### src/rtl/adc_pkg.sv
// Shared types and constants for the ADC channel scheduler.
package adc_pkg;

  localparam int unsigned ADC_RAW_W  = 12;
  localparam int unsigned ADC_RES_W  = 8;
  localparam int unsigned ADC_CH_W   = 3;

  // Well-known channel assignments used by downstream consumers
  localparam logic [ADC_CH_W-1:0] ADC_CH_ACCEL = 3'd1;
  localparam logic [ADC_CH_W-1:0] ADC_CH_CDS   = 3'd0;

  typedef enum logic [1:0] {
    IDLE  = 2'd0,
    ISSUE = 2'd1,
    WAIT  = 2'd2,
    STORE = 2'd3
  } state_e;

  typedef struct packed {
    logic [ADC_CH_W-1:0]  ch;
    logic [ADC_RES_W-1:0] data;
  } adc_rsp_t;

  // Keep the upper result bits of a raw conversion; plain truncation
  function automatic logic [ADC_RES_W-1:0] adc_trunc(input logic [ADC_RAW_W-1:0] raw);
    return raw[ADC_RAW_W-1 -: ADC_RES_W];
  endfunction

endpackage

### src/rtl/adc_channel_scheduler_rr_pick.sv
// Round-robin first-set-bit finder: lowest set bit at or after rr_ptr_i, wrapping.
module rr_pick
  import adc_pkg::*;
#(
  parameter int unsigned NUM_CH = 8
) (
  input  logic [NUM_CH-1:0]   pending_i,
  input  logic [ADC_CH_W-1:0] rr_ptr_i,
  output logic [ADC_CH_W-1:0] grant_o,
  output logic                any_o
);

  // Scan from the farthest offset down so the nearest set bit wins
  always_comb begin
    logic [ADC_CH_W-1:0] idx;
    idx     = '0;
    grant_o = '0;
    for (int i = int'(NUM_CH) - 1; i >= 0; i--) begin
      idx = ADC_CH_W'((int'(rr_ptr_i) + i) % NUM_CH);
      if (pending_i[idx]) grant_o = idx;
    end
  end

  assign any_o = |pending_i;

endmodule

### src/rtl/adc_channel_scheduler.sv
// Shares one SPI ADC engine between a periodic auto-scan and host requests.
// Optional macro ADC_SCHED_AVG_EN enables a 3:1 IIR smoothing of stored results.
module adc_channel_scheduler
  import adc_pkg::*;
#(
  parameter int unsigned NUM_CH   = 8,
  parameter int unsigned SCAN_DIV = 50000,
  parameter int unsigned TIMEOUT  = 4096
) (
  input  logic                          clk,
  input  logic                          rst,
  input  logic [NUM_CH-1:0]             scan_mask,
  input  logic                          req_valid,
  input  logic [ADC_CH_W-1:0]           req_ch,
  output logic                          req_ready,
  output logic                          conv_start,
  output logic [ADC_CH_W-1:0]           conv_ch,
  input  logic                          conv_busy,
  input  logic                          conv_done,
  input  logic [ADC_RAW_W-1:0]          conv_data,
  output logic [ADC_RES_W*NUM_CH-1:0]   ch_result,
  output logic [NUM_CH-1:0]             ch_valid,
  output logic                          rsp_valid,
  output logic [ADC_CH_W-1:0]           rsp_ch,
  output logic [ADC_RES_W-1:0]          rsp_data,
  output logic                          timeout_err
);

  localparam int unsigned SCAN_W = $clog2(SCAN_DIV + 1);
  localparam int unsigned TO_W   = $clog2(TIMEOUT + 1);

  state_e                            state_q, state_d;
  logic [SCAN_W-1:0]                 scan_cnt_q, scan_cnt_d;
  logic [TO_W-1:0]                   to_cnt_q, to_cnt_d;
  logic [NUM_CH-1:0]                 pending_q, pending_d;
  logic [NUM_CH-1:0]                 host_q, host_d;
  logic [NUM_CH-1:0]                 defer_pend_q, defer_pend_d;
  logic [NUM_CH-1:0]                 defer_host_q, defer_host_d;
  logic [ADC_CH_W-1:0]               rr_ptr_q, rr_ptr_d;
  logic [ADC_CH_W-1:0]               conv_ch_q, conv_ch_d;
  logic                              conv_start_q, conv_start_d;
  logic [ADC_RES_W-1:0]              sample_q, sample_d;
  logic [NUM_CH-1:0][ADC_RES_W-1:0]  res_q, res_d;
  logic [NUM_CH-1:0]                 ch_valid_q, ch_valid_d;
  logic                              rsp_valid_q, rsp_valid_d;
  adc_rsp_t                          rsp_q, rsp_d;
  logic                              timeout_err_q, timeout_err_d;

  logic                  scan_tick, ch_ok, accept, to_hit, any, clr_en, store_en;
  logic [ADC_CH_W-1:0]   grant;
  logic [NUM_CH-1:0]     req_oh, clr_oh, inflight_oh, set_pend, set_host;
  logic [ADC_RES_W-1:0]  store_val;

  rr_pick #(.NUM_CH(NUM_CH)) u_rr_pick (
    .pending_i (pending_q),
    .rr_ptr_i  (rr_ptr_q),
    .grant_o   (grant),
    .any_o     (any)
  );

  // Request acceptance; out-of-range channels are accepted and dropped
  assign ch_ok     = int'(req_ch) < NUM_CH;
  assign req_oh    = ch_ok ? (NUM_CH'(1) << req_ch) : '0;
  assign req_ready = rst & ~(|(req_oh & pending_q & host_q));
  assign accept    = req_valid & req_ready & ch_ok;
  assign scan_tick = (scan_cnt_q == SCAN_W'(SCAN_DIV - 1));
  assign to_hit    = (to_cnt_q == TO_W'(TIMEOUT - 1));

  // State register
  always_ff @(posedge clk or negedge rst) begin
    if (!rst) state_q <= IDLE;
    else      state_q <= state_d;
  end

  // Next-state logic
  always_comb begin
    state_d = state_q;
    case (state_q)
      IDLE:    if (any && !conv_busy) state_d = ISSUE;
      ISSUE:   state_d = WAIT;
      WAIT: begin
        if (conv_done)   state_d = STORE;
        else if (to_hit) state_d = IDLE;
      end
      STORE:   state_d = IDLE;
      default: state_d = IDLE;
    endcase
  end

  // FSM outputs: engine handshake, timeout tracking, clear/store strobes
  always_comb begin
    conv_start_d  = 1'b0;
    conv_ch_d     = conv_ch_q;
    to_cnt_d      = to_cnt_q;
    sample_d      = sample_q;
    timeout_err_d = timeout_err_q;
    clr_en        = 1'b0;
    store_en      = 1'b0;
    case (state_q)
      IDLE: begin
        if (any && !conv_busy) begin
          conv_start_d = 1'b1;
          conv_ch_d    = grant;
        end
      end
      ISSUE: to_cnt_d = '0;
      WAIT: begin
        to_cnt_d = to_cnt_q + TO_W'(1);
        if (conv_done) begin
          sample_d = adc_trunc(conv_data);
        end else if (to_hit) begin
          timeout_err_d = 1'b1;
          clr_en        = 1'b1;
        end
      end
      STORE: begin
        store_en = 1'b1;
        clr_en   = 1'b1;
      end
      default: ;
    endcase
  end

`ifdef ADC_SCHED_AVG_EN
  // 3:1 smoothing against the previous stored value; first sample taken as-is
  logic [ADC_RES_W-1:0] old_val;
  logic [9:0]           avg_sum;
  assign old_val   = res_q[conv_ch_q];
  assign avg_sum   = 10'(3) * 10'(old_val) + 10'(sample_q) + 10'd2;
  assign store_val = ch_valid_q[conv_ch_q] ? avg_sum[9:2] : sample_q;
`else
  assign store_val = sample_q;
`endif

  // Pending/host bookkeeping and result storage; sets hitting the in-flight
  // channel are deferred until it returns to IDLE so they are never lost
  always_comb begin
    inflight_oh  = (state_q != IDLE) ? (NUM_CH'(1) << conv_ch_q) : '0;
    clr_oh       = clr_en ? (NUM_CH'(1) << conv_ch_q) : '0;
    set_pend     = (scan_tick ? scan_mask : '0) | (accept ? req_oh : '0);
    set_host     = accept ? req_oh : '0;
    pending_d    = ((pending_q | (set_pend & ~inflight_oh)) & ~clr_oh)
                 | ((state_q == IDLE) ? defer_pend_q : '0);
    host_d       = ((host_q | (set_host & ~inflight_oh)) & ~clr_oh)
                 | ((state_q == IDLE) ? defer_host_q : '0);
    defer_pend_d = ((state_q == IDLE) ? '0 : defer_pend_q) | (set_pend & inflight_oh);
    defer_host_d = ((state_q == IDLE) ? '0 : defer_host_q) | (set_host & inflight_oh);
    rr_ptr_d     = clr_en ? ADC_CH_W'((int'(conv_ch_q) + 1) % NUM_CH) : rr_ptr_q;
    scan_cnt_d   = scan_tick ? '0 : scan_cnt_q + SCAN_W'(1);
    res_d        = res_q;
    ch_valid_d   = ch_valid_q;
    rsp_valid_d  = 1'b0;
    rsp_d        = rsp_q;
    if (store_en) begin
      res_d[conv_ch_q]      = store_val;
      ch_valid_d[conv_ch_q] = 1'b1;
      if (host_q[conv_ch_q]) begin
        rsp_valid_d = 1'b1;
        rsp_d.ch    = conv_ch_q;
        rsp_d.data  = store_val;
      end
    end
  end

  // Datapath registers
  always_ff @(posedge clk or negedge rst) begin
    if (!rst) begin
      scan_cnt_q    <= '0;
      to_cnt_q      <= '0;
      pending_q     <= '0;
      host_q        <= '0;
      defer_pend_q  <= '0;
      defer_host_q  <= '0;
      rr_ptr_q      <= '0;
      conv_ch_q     <= '0;
      conv_start_q  <= 1'b0;
      sample_q      <= '0;
      res_q         <= '0;
      ch_valid_q    <= '0;
      rsp_valid_q   <= 1'b0;
      rsp_q         <= '0;
      timeout_err_q <= 1'b0;
    end else begin
      scan_cnt_q    <= scan_cnt_d;
      to_cnt_q      <= to_cnt_d;
      pending_q     <= pending_d;
      host_q        <= host_d;
      defer_pend_q  <= defer_pend_d;
      defer_host_q  <= defer_host_d;
      rr_ptr_q      <= rr_ptr_d;
      conv_ch_q     <= conv_ch_d;
      conv_start_q  <= conv_start_d;
      sample_q      <= sample_d;
      res_q         <= res_d;
      ch_valid_q    <= ch_valid_d;
      rsp_valid_q   <= rsp_valid_d;
      rsp_q         <= rsp_d;
      timeout_err_q <= timeout_err_d;
    end
  end

  assign conv_start  = conv_start_q;
  assign conv_ch     = conv_ch_q;
  assign ch_result   = res_q;
  assign ch_valid    = ch_valid_q;
  assign rsp_valid   = rsp_valid_q;
  assign rsp_ch      = rsp_q.ch;
  assign rsp_data    = rsp_q.data;
  assign timeout_err = timeout_err_q;

endmodule

### config.mk
export PLATFORM = sky130hd
export DESIGN_NAME = adc_channel_scheduler
export DESIGN_NICKNAME = d
export VERILOG_FILES = /design/src/rtl/adc_pkg.sv /design/src/rtl/adc_channel_scheduler_rr_pick.sv /design/src/rtl/adc_channel_scheduler.sv
export SDC_FILE = /design/constraint.sdc
export NUM_CORES = 1
export LEC_CHECK = 0
export CAP_MARGIN = 10
export CORE_MARGIN = 3
export CORE_UTILIZATION = 25
export DETAILED_ROUTE_END_ITERATION = 8
export SETUP_SLACK_MARGIN = 0.02
export SYNTH_ARGS = -nofsm -noshare
export SYNTH_HDL_FRONTEND = slang
export SYNTH_SLANG_ARGS = --single-unit
### constraint.sdc
create_clock -name clk -period 3.1 [get_ports clk]
set_input_delay 0.465 -clock clk [delete_from_list [all_inputs] [get_ports clk]]
set_output_delay 0.465 -clock clk [all_outputs]
set_load 0.03 [all_outputs]
==> results.yml, run 1 <==
synth:
  yosysWarnings: 0
  synthMuxAreaShare_pct: 17.21
  synth_largest_area_cell: "dfrtp_1"
  synth-adder-area-share_pct: 2.087
  yosysSeqAreaShare_pct: 52.33
  synthesis.nets: 726
  synth_compound_area_share_pct: 9.727
  synth_top_family_by_area: "multiplexers"
  synth-xor-area-share_pct: 2.472
  synthCells: 685
  synth_area_sq_um: 7795
  synth_edf_count: 0
  ys_ff_latch: 163
  async_flop_share_pct: 100.0
  ys_types: 56
  synthTopCellsByArea: "dfrtp_1 (52%), mux2_2 (13%), a21oi_1 (2.8%), nand2_1 (2.5%), nor2_1 (2.4%)"
  synth_top_flop_cell: "dfrtp_1"
  yosys.area_share.simple_pct: 13.13
  synth_top_area_share_pct: 52.33
  avgSynthCellArea_sq_um: 11.38
setup_path:
  path_delay_family: "buffers and inverters"
  regToRegSetupSlack_ns: 0.60
  path_buf_inv: 2
  path_class: "input pin to output port"
  timing.rr.start: "rr_ptr_q[1]"
  path_cells: "clkdlybuf4s50_1 -> nand2b_1 -> o21ai_0 -> nand2_1 -> o311ai_0 -> nor2_1 -> buf_12"
  crit_path_max_fanout: 11
  start_kind: "input pin"
  required_ns: 2.63
  slowest_delay_ns: 0.68
  ff2ff_path_depth: 8
  endpoint_kind: "output port"
  critPathArrivalTime_ns: 2.18
  r2r_end: "conv_ch[2]"
  cp_slowest_cell: "clkdlybuf4s50_1"
timing:
  finClkSkew_ns: 0.01618
  setup_ws_ns: 0.4569
  drv_slew: 0
  grt_setup_unrepaired: "false"
  hold_violations: 0
  slew_headroom_pct: 42.69
  setup_viol_count_final: 0
  fin_crit_sh_pct: 85.26
  max_freq_mhz: 378.3
  fin_setup_tns_ns: 0
  post-route-min-period_ns: 2.643
  tightest_slew_ns: 0.8597
pwr:
  p_sw_mw: 4.891
  seqPwrFrac_pct: 31.8
  ir_worst_vdd_v: 0.0006874
  power_frac_clock_pct: 19.0
  p_int_mw: 6.442
  swShare_pct: 43.16
  powerDensity_nw_per_um2: 1128
  leakage_nw: 4.288
  combPwrFrac_pct: 49.2
placement:
  numPortBuffers: 113
  place_congestion: 0.7882
  dpl_worst_slack_ns: 0.4586
  hpwl_mm: 13.99
floorplanning:
  design.core.area_sq_um: 30670
  fp-row-count: 64
  die_h_um: 182.6
  die_x_um: 182.6
  start_util_pct: 25.42
  dieArea_sq_um: 33340
  pin_count: 118
drt:
  ant_nets: 0
  wl_mm: 20.20
  viasPerCell: 4.657
  vias: 5621
  drtPass1Iterations: 4
  first_iter_violations: 356
  drc: 0
  wl_per_cell_um: 16.73
cells_and_area:
  area_growth_pct: 28.94
  layout-drive-gt1-share_pct: 20.10
  nNetsFinal: 839
  layout_commonest_cell: "dfrtp_1"
  n_antenna_cell: 0
  layout_common_cells: "dfrtp_1 (163), clkdlybuf4s50_1 (111), mux2_2 (89), nand2_1 (52), nor2_1 (49)"
clocking:
  cts_root_buf: "clkbuf_16"
  numCtsBuffers: 17
  cts.sinks: 163
  htree_levels: 4
  tritoncts: "built"
  cts.clk_slew.worst_paths_ns: 0.08
  cts_resized: 0
  clk_latency_ns: 0.43
  cts_buffer_depth: 2
job:
  maxCapViolations: 0
global_route:
  overflow: 0
  antenna_found_initial: 1
  grt_max_degree: 155
  grtUsageTotal_pct: 12.24
  first_global_vias: 5759
  grt_pass1_wl_mm: 32.51
outcome:
  outcome: "finished clean"
worst_hold_path:
  worstHoldPathType: "input pin to asynchronous set/reset pin"
[routing by layer]
metal	GRT usage [%]	wire length, um	vias to the layer above
met5	0	13	-
met1	15.64	8897	2820
met2	20.20	10020	105
met4	2.956	126	2
met3	3.907	1137	10
li1	-	-	2684
[state kept, by name, summed over array words and instances (netlist names)]
| register | count |
|---|---|
| timeout_err | 1 |
| pending_q | 8 |
| defer_pend_q | 8 |
| defer_host_q | 8 |
| rr_ptr_q | 3 |
| host_q | 8 |
| sample_q | 8 |
| state_q | 2 |
| rsp_ch | 3 |
| to_cnt_q | 13 |
| ch_result | 64 |
| ch_valid | 8 |
| rsp_data | 8 |
| conv_start | 1 |
| scan_cnt_q | 16 |
| rsp_valid | 1 |
| conv_ch | 3 |
[cells in the mapped netlist (3+ instances only)]
library cell  instances
a221oi_1              4
nor3_1                8
or3_1                 8
clkbuf_1             20
nor2_1               49
xnor2_1              10
a41oi_1               3
and3_1                4
a21oi_1              44
nand2_1              52
nand3_1              19
o221ai_1              3
buf_1                 8
a221o_1               4
o211ai_1              3
nand4b_1              5
mux2i_1               8
nor3_2                4
a22oi_1               7
ha_1                 13
nand4_1               8
nor4b_1               3
mux2_2               89
mux4_1                3
dfrtp_1             163
a31oi_1               8
nor2b_1               9
o21ai_0              31
nor4_1                3
or2_2                 6
buf_2                10
xor2_1               12
inv_1                19
nand2b_1              9
mux4_2                8
[area by class of cell]
cell class	count	area, sq um
inverters	19	71.32
repair buffers	133	1308
well taps	396	495.5
multi-input cells	464	3478
clock inverters	15	193.9
flip-flops and latches	163	4079
clock buffers	17	425.4
fillers	3049	20620
[kinds of logic after synthesis]
logic type	count (synthesis)
AOI/OAI and AO/OA	123
and+or+nand+nor	198
DFF	163
adders and majority gates	13
muxes	108
buffers and inverters	58
xor gates and xnor gates	22
[power by group through the flow]
stage                     Sequential [mW]  Clock [mW]  Combinational [mW]
after floorplan                      4.34           0                2.80
after global placement               3.62           0                5.52
after detailed placement             3.65           0                5.58
after CTS                            3.62        2.22                5.61
after global routing                 3.74        2.30                6.01
final                                3.60        2.16                5.57
[how the worst max path moves through the flow]
stage | startpoint | to | slack (ns) | depth (start not counted)
after floorplan | rr_ptr_q[0] | conv_ch[1] | 0.42 | 11
after global placement | req_ch[2] | req_ready | 0.41 | 7
after detailed placement | req_ch[2] | req_ready | 0.46 | 7
after CTS | conv_ch[2] | conv_ch[2] | 0.42 | 2
after global routing | req_ch[2] | req_ready | 0.35 | 7
final | req_ch[2] | req_ready | 0.46 | 7
[per-stage QoR]
stage | util, % | hold slack [ns] | total power [mW] | area (sq um) | cells
after CTS | 32.77 | 0.4037 | 11.44 | 10050 | 1207
after floorplan | - | 0.1694 | 7.141 | 7795 | 685
after global placement | 30.72 | 0.3031 | 9.142 | 9422 | 1174
final | 32.77 | 0.4163 | 11.33 | 10050 | 1207
after detailed placement | 30.72 | 0.3029 | 9.228 | 9422 | 1174
after global routing | 32.77 | 0.4225 | 12.05 | 10050 | 1207
[what timing repair did]
item,in CTS,in global routing
hold buffers,1,0
buffers inserted,0,0
endpoints found under the hold margin,9,0
Note: power is estimated with default switching activity, not from simulation.
==> run 2: changes to the inputs <==
--- a/config.mk
+++ b/config.mk
@@ -10,6 +10,7 @@
 export CORE_UTILIZATION = 25
 export DETAILED_ROUTE_END_ITERATION = 8
 export SETUP_SLACK_MARGIN = 0.02
+export SKIP_CTS_REPAIR_TIMING = 1
 export SYNTH_ARGS = -nofsm -noshare
 export SYNTH_HDL_FRONTEND = slang
 export SYNTH_SLANG_ARGS = --single-unit
==> constraint.sdc (replaced) <==
create_clock -name clk -period 2.6 [get_ports clk]
set_input_delay 0.39 -clock clk [delete_from_list [all_inputs] [get_ports clk]]
set_output_delay 0.39 -clock clk [all_outputs]
set_load 0.03 [all_outputs]
==> run 2 against run 1 <==
  * Critical path depth down 5
  * Utilization up 0.35 points
  * Combinational power up 23%
  * Largest cell class unchanged
  * Largest power group unchanged
==> results.yml, run 2 (synthesis results as in run 1) <==
timing:
  tightest_slew_ns: 0.9099
  fin_setup_tns_ns: 0
  holdWs_ns: 0.1005
  max_freq_mhz: 408.9
  grt_setup_unrepaired: "false"
  finClkSkew_ns: 0.01505
  hold_violations: 0
  post-route-min-period_ns: 2.445
  fin_crit_sh_pct: 94.05
  setup_viol_count_final: 0
  drv_slew: 0
  slew_headroom_pct: 39.34
drt:
  drtPass1Iterations: 4
  viasPerCell: 4.701
  first_iter_violations: 302
  wl_mm: 20.32
  vias: 5764
  ant_nets: 0
  wl_per_cell_um: 16.57
  drc: 0
placement:
  hpwl_mm: 14.38
  place_congestion: 0.8252
  dp.cells: 1194
  numPortBuffers: 113
  placed_area_sq_um: 9555
floorplanning:
  pin_count: 118
  die_h_um: 182.6
  dieArea_sq_um: 33340
  die_x_um: 182.6
  fp-row-count: 64
  design.core.area_sq_um: 30670
  start_util_pct: 25.42
clocking:
  htree_levels: 4
  cts.sinks: 163
  cts_buffer_depth: 2
  clk_latency_ns: 0.43
  cts.clk_slew.worst_paths_ns: 0.08
  numCtsBuffers: 17
  cts_root_buf: "clkbuf_16"
  tritoncts: "built"
job:
  maxCapViolations: 0
cells_and_area:
  fin_cells: 1226
  nNetsFinal: 858
  largest_reg_flops: 64
  fill_cells: 3089
  layout_common_cells: "dfrtp_1 (163), clkdlybuf4s50_1 (111), mux2_2 (89), nand2_1 (52), nor2_1 (49)"
  regArea_sq_um: 4079
  n_antenna_cell: 0
  design_area_sq_um: 10160
  multi_input_area_sq_um: 3471
  area_growth_pct: 30.34
  layout_commonest_cell: "dfrtp_1"
  layout-drive-gt1-share_pct: 22.29
setup_path:
  path_class: "register to output port"
  critPathArrivalTime_ns: 2.06
  crit_path_max_fanout: 11
  required_ns: 2.21
  start_kind: "register"
  endpoint_kind: "output port"
pwr:
  leakage_nw: 4.362
  ir_worst_vdd_v: 0.0008153
  power_mw: 13.59
  powerDensity_nw_per_um2: 1338
worst_hold_path:
  worstHoldPathType: "input pin to asynchronous set/reset pin"
global_route:
  grtUsageTotal_pct: 12.45
  grt_pass1_wl_mm: 33.19
  overflow: 0
  antenna_found_initial: 1
  grt_max_degree: 164
  first_global_vias: 5899
outcome:
  outcome: "finished clean"
-- run 2: cell types whose count changed in the layout (fill, tap and decap cells not counted), sizes merged --
| cell | delta |
|---|---|
| clkinv | +2 |
| clkinvlp | +1 |
| inv | -3 |
| buf | +20 |
| dlygate4sd3 | -1 |
-- run 2: cell type report --
| cell class | count | share of cell area [%] |
|---|---|---|
| sequential | 163 | 40.15 |
| multi-input combinational | 464 | 34.16 |
| timing repair buffer | 152 | 14.13 |
| tap | 396 | 4.877 |
| clock buffer | 17 | 4.187 |
| clock inverter | 15 | 1.798 |
| inverter | 19 | 0.7020 |
-- run 2: through the flow --
| step | worst slack (ns) | utilization (%) |
|---|---|---|
| detailed placement | 0.1925 | 31.16 |
| global route | 0.06078 | 33.13 |
| floorplan | 0.06811 | - |
| CTS | 0.1323 | 33.14 |
| finish | 0.1546 | 33.13 |
| global placement | 0.1747 | 31.16 |
-- run 2: routing by layer --
layer  track usage (%)  wire, um  up-vias
met5                 0        20        -
met4             2.529       150        2
met3             4.146      1313       15
met2             20.15      9660      139
met1             16.32      9171     2887
li1                  -         -     2721
-- run 2: where the power goes --
group	switching [mW]	internal, mW
Clock	1.21	1.30
Combinational	3.80	3.05
Sequential	0.810	3.42
-- run 2: worst max-delay path, cell delays in order (launching register included) --
cell and delay, ns:
dfrtp_1 0.65, buf_4 0.27, clkdlybuf4s50_1 0.72
-- run 2: path summary, 6_finish.rpt --
| path | startpoint | to | slack [ns] | cells after the start |
|---|---|---|---|---|
| setup / recovery | conv_ch[2] | conv_ch[2] | 0.15 | 2 |
| max in group asynchronous | rst | ch_result[53] | 1.80 | 2 |
| min in group clk | ch_valid[7] | ch_valid[7] | 0.47 | 1 |
| setup reg to reg | rr_ptr_q[0] | conv_ch[2] | 0.21 | 8 |
| hold reg to reg | ch_valid[7] | ch_valid[7] | 0.47 | 1 |
| hold / removal | rst | defer_host_q[2] | 0.10 | 2 |
